===== config.mk =====
export PLATFORM = sky130hd
export DESIGN_NAME = cache_top
export DESIGN_NICKNAME = d
export VERILOG_FILES = /design/src/rtl/cache_top.sv
export SDC_FILE = /design/constraint.sdc
export NUM_CORES = 2
export LEC_CHECK = 0
export ABC_AREA = 1
export ABC_CLOCK_PERIOD_IN_PS = 4700
export BUFFER_PORTS_ARGS = -buffer_cell sky130_fd_sc_hd__buf_2
export CAP_MARGIN = 10
export CORE_AREA = 5 5 1058 534
export DETAILED_ROUTE_END_ITERATION = 8
export DIE_AREA = 0 0 1063 539
export PLACE_DENSITY = 0.43
export SLEW_MARGIN = 20
export SYNTH_ARGS = -nofsm -noshare
export SYNTH_HDL_FRONTEND = slang
export SYNTH_SLANG_ARGS = --single-unit

===== constraint.sdc =====
create_clock -name clk -period 4.7 [get_ports clk]
set_clock_uncertainty 0.05 [all_clocks]
set_input_delay 0.47 -clock clk [delete_from_list [all_inputs] [get_ports clk]]
set_output_delay 0.47 -clock clk [all_outputs]
set_load 0.005 [all_outputs]

===== src/rtl/cache_top.sv =====
// rtl/cache_top.sv - 4-way set-associative write-allocate word cache with per-set FIFO replacement
module cache_top #(
    parameter int ADDR_W      = 32,
    parameter int OFFSET_BITS = 6,
    parameter int INDEX_BITS  = 4,
    parameter int WAYS        = 4
) (
    input  logic              clk,
    input  logic              reset,
    input  logic              read,
    input  logic              write,
    input  logic [ADDR_W-1:0] address,
    input  logic [ADDR_W-1:0] write_data,
    output logic [ADDR_W-1:0] read_data,
    output logic              hit
);

    localparam int SETS  = 1 << INDEX_BITS;
    localparam int TAG_W = ADDR_W - INDEX_BITS - OFFSET_BITS;
    localparam int WAY_W = (WAYS > 1) ? $clog2(WAYS) : 1;

    logic [WAYS-1:0]   valid    [SETS];
    logic [WAY_W-1:0]  fifo_ptr [SETS];
    logic [TAG_W-1:0]  tag_mem  [SETS][WAYS];
    logic [ADDR_W-1:0] data_mem [SETS][WAYS];

    logic [INDEX_BITS-1:0] index;
    logic [TAG_W-1:0]      tag;
    logic                  lookup_hit;
    logic [WAY_W-1:0]      hit_way;
    logic [ADDR_W-1:0]     hit_data;
    logic [WAY_W-1:0]      wr_way;
    logic                  unused_offset;

    assign index         = address[OFFSET_BITS +: INDEX_BITS];
    assign tag           = address[ADDR_W-1 -: TAG_W];
    assign unused_offset = ^address[OFFSET_BITS-1:0];

    // Tags within a set are unique, so at most one way can match.
    always_comb begin
        lookup_hit = 1'b0;
        hit_way    = '0;
        hit_data   = '0;
        for (int w = 0; w < WAYS; w++) begin
            if (valid[index][w] && (tag_mem[index][w] == tag)) begin
                lookup_hit = 1'b1;
                hit_way    = WAY_W'(w);
                hit_data   = data_mem[index][w];
            end
        end
    end

    assign wr_way = lookup_hit ? hit_way : fifo_ptr[index];

    // Tag/data storage is not reset; valid bits alone decide residency.
    always_ff @(posedge clk) begin
        if (reset && write) begin
            data_mem[index][wr_way] <= write_data;
            if (!lookup_hit) begin
                tag_mem[index][wr_way] <= tag;
            end
        end
    end

    always_ff @(posedge clk or negedge reset) begin
        if (!reset) begin
            for (int s = 0; s < SETS; s++) begin
                valid[s]    <= '0;
                fifo_ptr[s] <= '0;
            end
            hit       <= 1'b0;
            read_data <= '0;
        end else if (write) begin
            hit       <= lookup_hit;
            read_data <= write_data;
            if (!lookup_hit) begin
                valid[index][fifo_ptr[index]] <= 1'b1;
                fifo_ptr[index]               <= fifo_ptr[index] + WAY_W'(1);
            end
        end else if (read) begin
            hit       <= lookup_hit;
            read_data <= lookup_hit ? hit_data : '0;
        end else begin
            hit <= 1'b0;
        end
    end

endmodule


==> metrics <==
Die Area=573,000 µm²; design area=167,000 µm²; post-cts resize count=0; crit path time final=4100 ps; R2R setup slack=600 ps; hold_sp=write_data[17]; Yosys warning count=0; type of origin of the critical path=flop; Layout Nets=11,220; Starting DRT DRC Count=12,650; critical path type=flop to flop; Layout area overhead=20.7%; crit path max fanout=22; CP Data Required Time=5220 ps; fin crit share=87.2%; Routed Antenna Nets=0; buffer levels on the longest clock path=4; Yosys reg bits=3,585; postcts setup bufs=0; FP Rows=194; Distinct cells, synth=41; number of global-route vias before repair=82,646; wire length on met2=178,000 µm; CTS Buf Count=321; hold slack=53.5 ps; Max Cap Viol=0; fmax=0.244 GHz; Crit path arrival time=4620 ps; gpl congestion=0.870; Mapped Area=138,000 µm²; first-pass GRT wire length=711,000 µm; vias=90,755; Tot Pwr=0.0672 W; initial antenna violation count=53; worst-margin pin slew=1120 ps; CP Capture Type=flop; Reg2Reg Depth=22; sequential-to-total area share from yosys stat=77.4%; Worst Hold End=data_mem[6][17]; outcome=complete, no violations; die width=1060 µm; DR pass1 iterations=6; r2r startpoint=tag_mem[6][44]; Port Buf Inserts=94; Initial Utilization=24.9%; worst skew pair latency=930 ps; share of cells above drive strength 1=13.7%; top post-synthesis cells by area=edfxtp_1 (75%), nand2_1 (9.1%), o22ai_1 (4.2%), dfrtp_1 (2.3%), o21ai_0 (2.3%); Overflow after GRT=0; CTS H-tree depth=5; Root Driver=clkbuf_16; Pwr Density=403 nW/µm²; Die Span Y=539 µm; final setup fails=0; RSZ-0062 raised after global routing=false; Slew Limit Headroom=25.4%; synthesized area per cell=13.2 µm²; Num Clock Sinks=3,585; All-Layer GR Usage=17.3%; CTS tree=yes; syn_nets=10,525; # DRC=0; final hold viol count=0; IO Count=101; Synth top area share=75.0%; Pleak=57.9 nW; Post-Syn Instances=10,453; Hold Path Class=input port to flop; placed cell area=156,000 µm²; Peak VDD IR=0.268 mV; Worst-path clk slew=70 ps; M1 WL=277,000 µm; met3 WL=58,200 µm; Hold Crit Depth=1; RR Endpoint=tag_mem[6][50]; WL final=519,000 µm; Pins Over Slew Limit=0; DPL Wire Length=338,000 µm; core area=556,000 µm²; largest net degree at the start of global routing=145; post-DR wirelength/cell=27.5 µm; via/cell ratio=4.81; max layer used=met5; cell taking the most area after synthesis=edfxtp_1
-- worst max path at each step --
stage	startpoint	end	slack, ps	cells past startpoint
after global placement	address[6]	tag_mem[15][85]	-80	24
after CTS	tag_mem[6][44]	tag_mem[6][50]	710	22
after floorplan	address[7]	tag_mem[8][0]	510	22
final	tag_mem[6][44]	tag_mem[6][50]	600	22
after detailed placement	address[6]	tag_mem[15][85]	-130	24
after global routing	tag_mem[5][44]	tag_mem[0][14]	390	22
-- registers in the layout (all words and copies together), names as in the netlist --
name,flops
data_mem,2048
hit,1
read_data,32
tag_mem,1408
fifo_ptr,32
valid,64
-- cells in the mapped netlist (all sizes together) --
cell type,instances
nor3,12
or4,1
o21bai,27
nor4,5
a21oi,115
a22oi,75
a41oi,15
o21ai,675
clkinv,3
inv,163
a221oi,16
o2111a,18
or2,1
ha,4
dfrtp,129
nand3,284
o22ai,936
and2,2
nor3b,1
o21a,17
a21o,4
clkbuf,339
o221ai,32
nand2,3356
and3,14
o22a,32
nand4,105
buf,256
edfxtp,3456
nor2,360
-- cells by family (layout without fill, tap and decap cells) --
kind of cell | Yosys count | count (layout) | share of synthesized area [%]
adders and majority gates | 4 | 4 | 0.0362
AOI/OAI and AO/OA | 1962 | 1962 | 8.52
other | 0 | 9 | 0
DFF | 3585 | 3585 | 77.4
buffers and inverters | 761 | 1708 | 2.26
and+or+nand+nor | 4141 | 4141 | 11.8
-- power by group --
group	internal, W	switching (W)
clock	0.0145	0.0124
sequential	0.0353	0.000135
combinational	0.00134	0.00346
total	0.0512	0.0160
-- area by class of cell --
cell class / count / area, µm²
Antenna cell: 9 / 22.5
Timing Repair Buffer: 967 / 11300
Clock buffer: 411 / 8670
Clock inverter: 164 / 1580
Fill cell: 55817 / 389000
Multi-Input combinational cell: 6107 / 28400
Sequential cell: 3585 / 107000
Inverter: 166 / 668
Tap cell: 7448 / 9320
-- placed cells by master, fill, tap and decap left out, types with 62 or more instances in the layout --
cell type,count
edfxtp_1,3456
nand2_1,3351
o22ai_1,936
o21ai_0,642
buf_4,551
clkbuf_16,332
buf_12,328
nor2_1,286
nand3_1,271
dfrtp_1,129
a21oi_1,113
nand4_1,105
inv_1,90
a22oi_1,75
clkbuf_1,72
inv_2,66
buf_2,63
nor2_2,62
-- critical path, stage by stage, from the launching register on --
cell	delay, ps
edfxtp_1	360
nand2_1	70
nand2_1	50
nand2_1	50
nand2_1	70
nand2_1	60
nand2_1	180
o21ai_0	510
nand2_1	140
nor2_1	200
nand2_1	80
nor2_1	240
inv_1	90
nor2_2	170
buf_12	140
nand2_1	60
nand2_1	90
inv_1	40
nand2_1	220
buf_12	190
nand3_1	200
nor2_2	200
buf_12	210
-- per-stage QoR --
step / util, % / instances / TNS [ps] / worst slack, ps
2_1_floorplan: - / 10453 / 0 / 508
4_1_cts: 30.0 / 18846 / 0 / 705
5_1_grt: 30.1 / 18849 / 0 / 391
3_5_place_dp: 28.2 / 18251 / -68990 / -127
6_report: 30.1 / 18857 / 0 / 603
3_3_place_gp: 28.2 / 18251 / -22160 / -78.6
-- routing by layer --
| metal | vias to the layer above | GRT usage [%] |
|---|---|---|
| met5 | - | 0 |
| met4 | 16 | 1.96 |
| met3 | 437 | 5.16 |
| met2 | 4024 | 19.9 |
| met1 | 46607 | 30.4 |
| li1 | 39671 | - |
-- repair_timing --
action,CTS,global route
endpoints found under the hold margin,266,5
hold buffers,20,1
endpoints found under the setup margin,0,0
No activity file was read; power rests on OpenSTA's default activity.
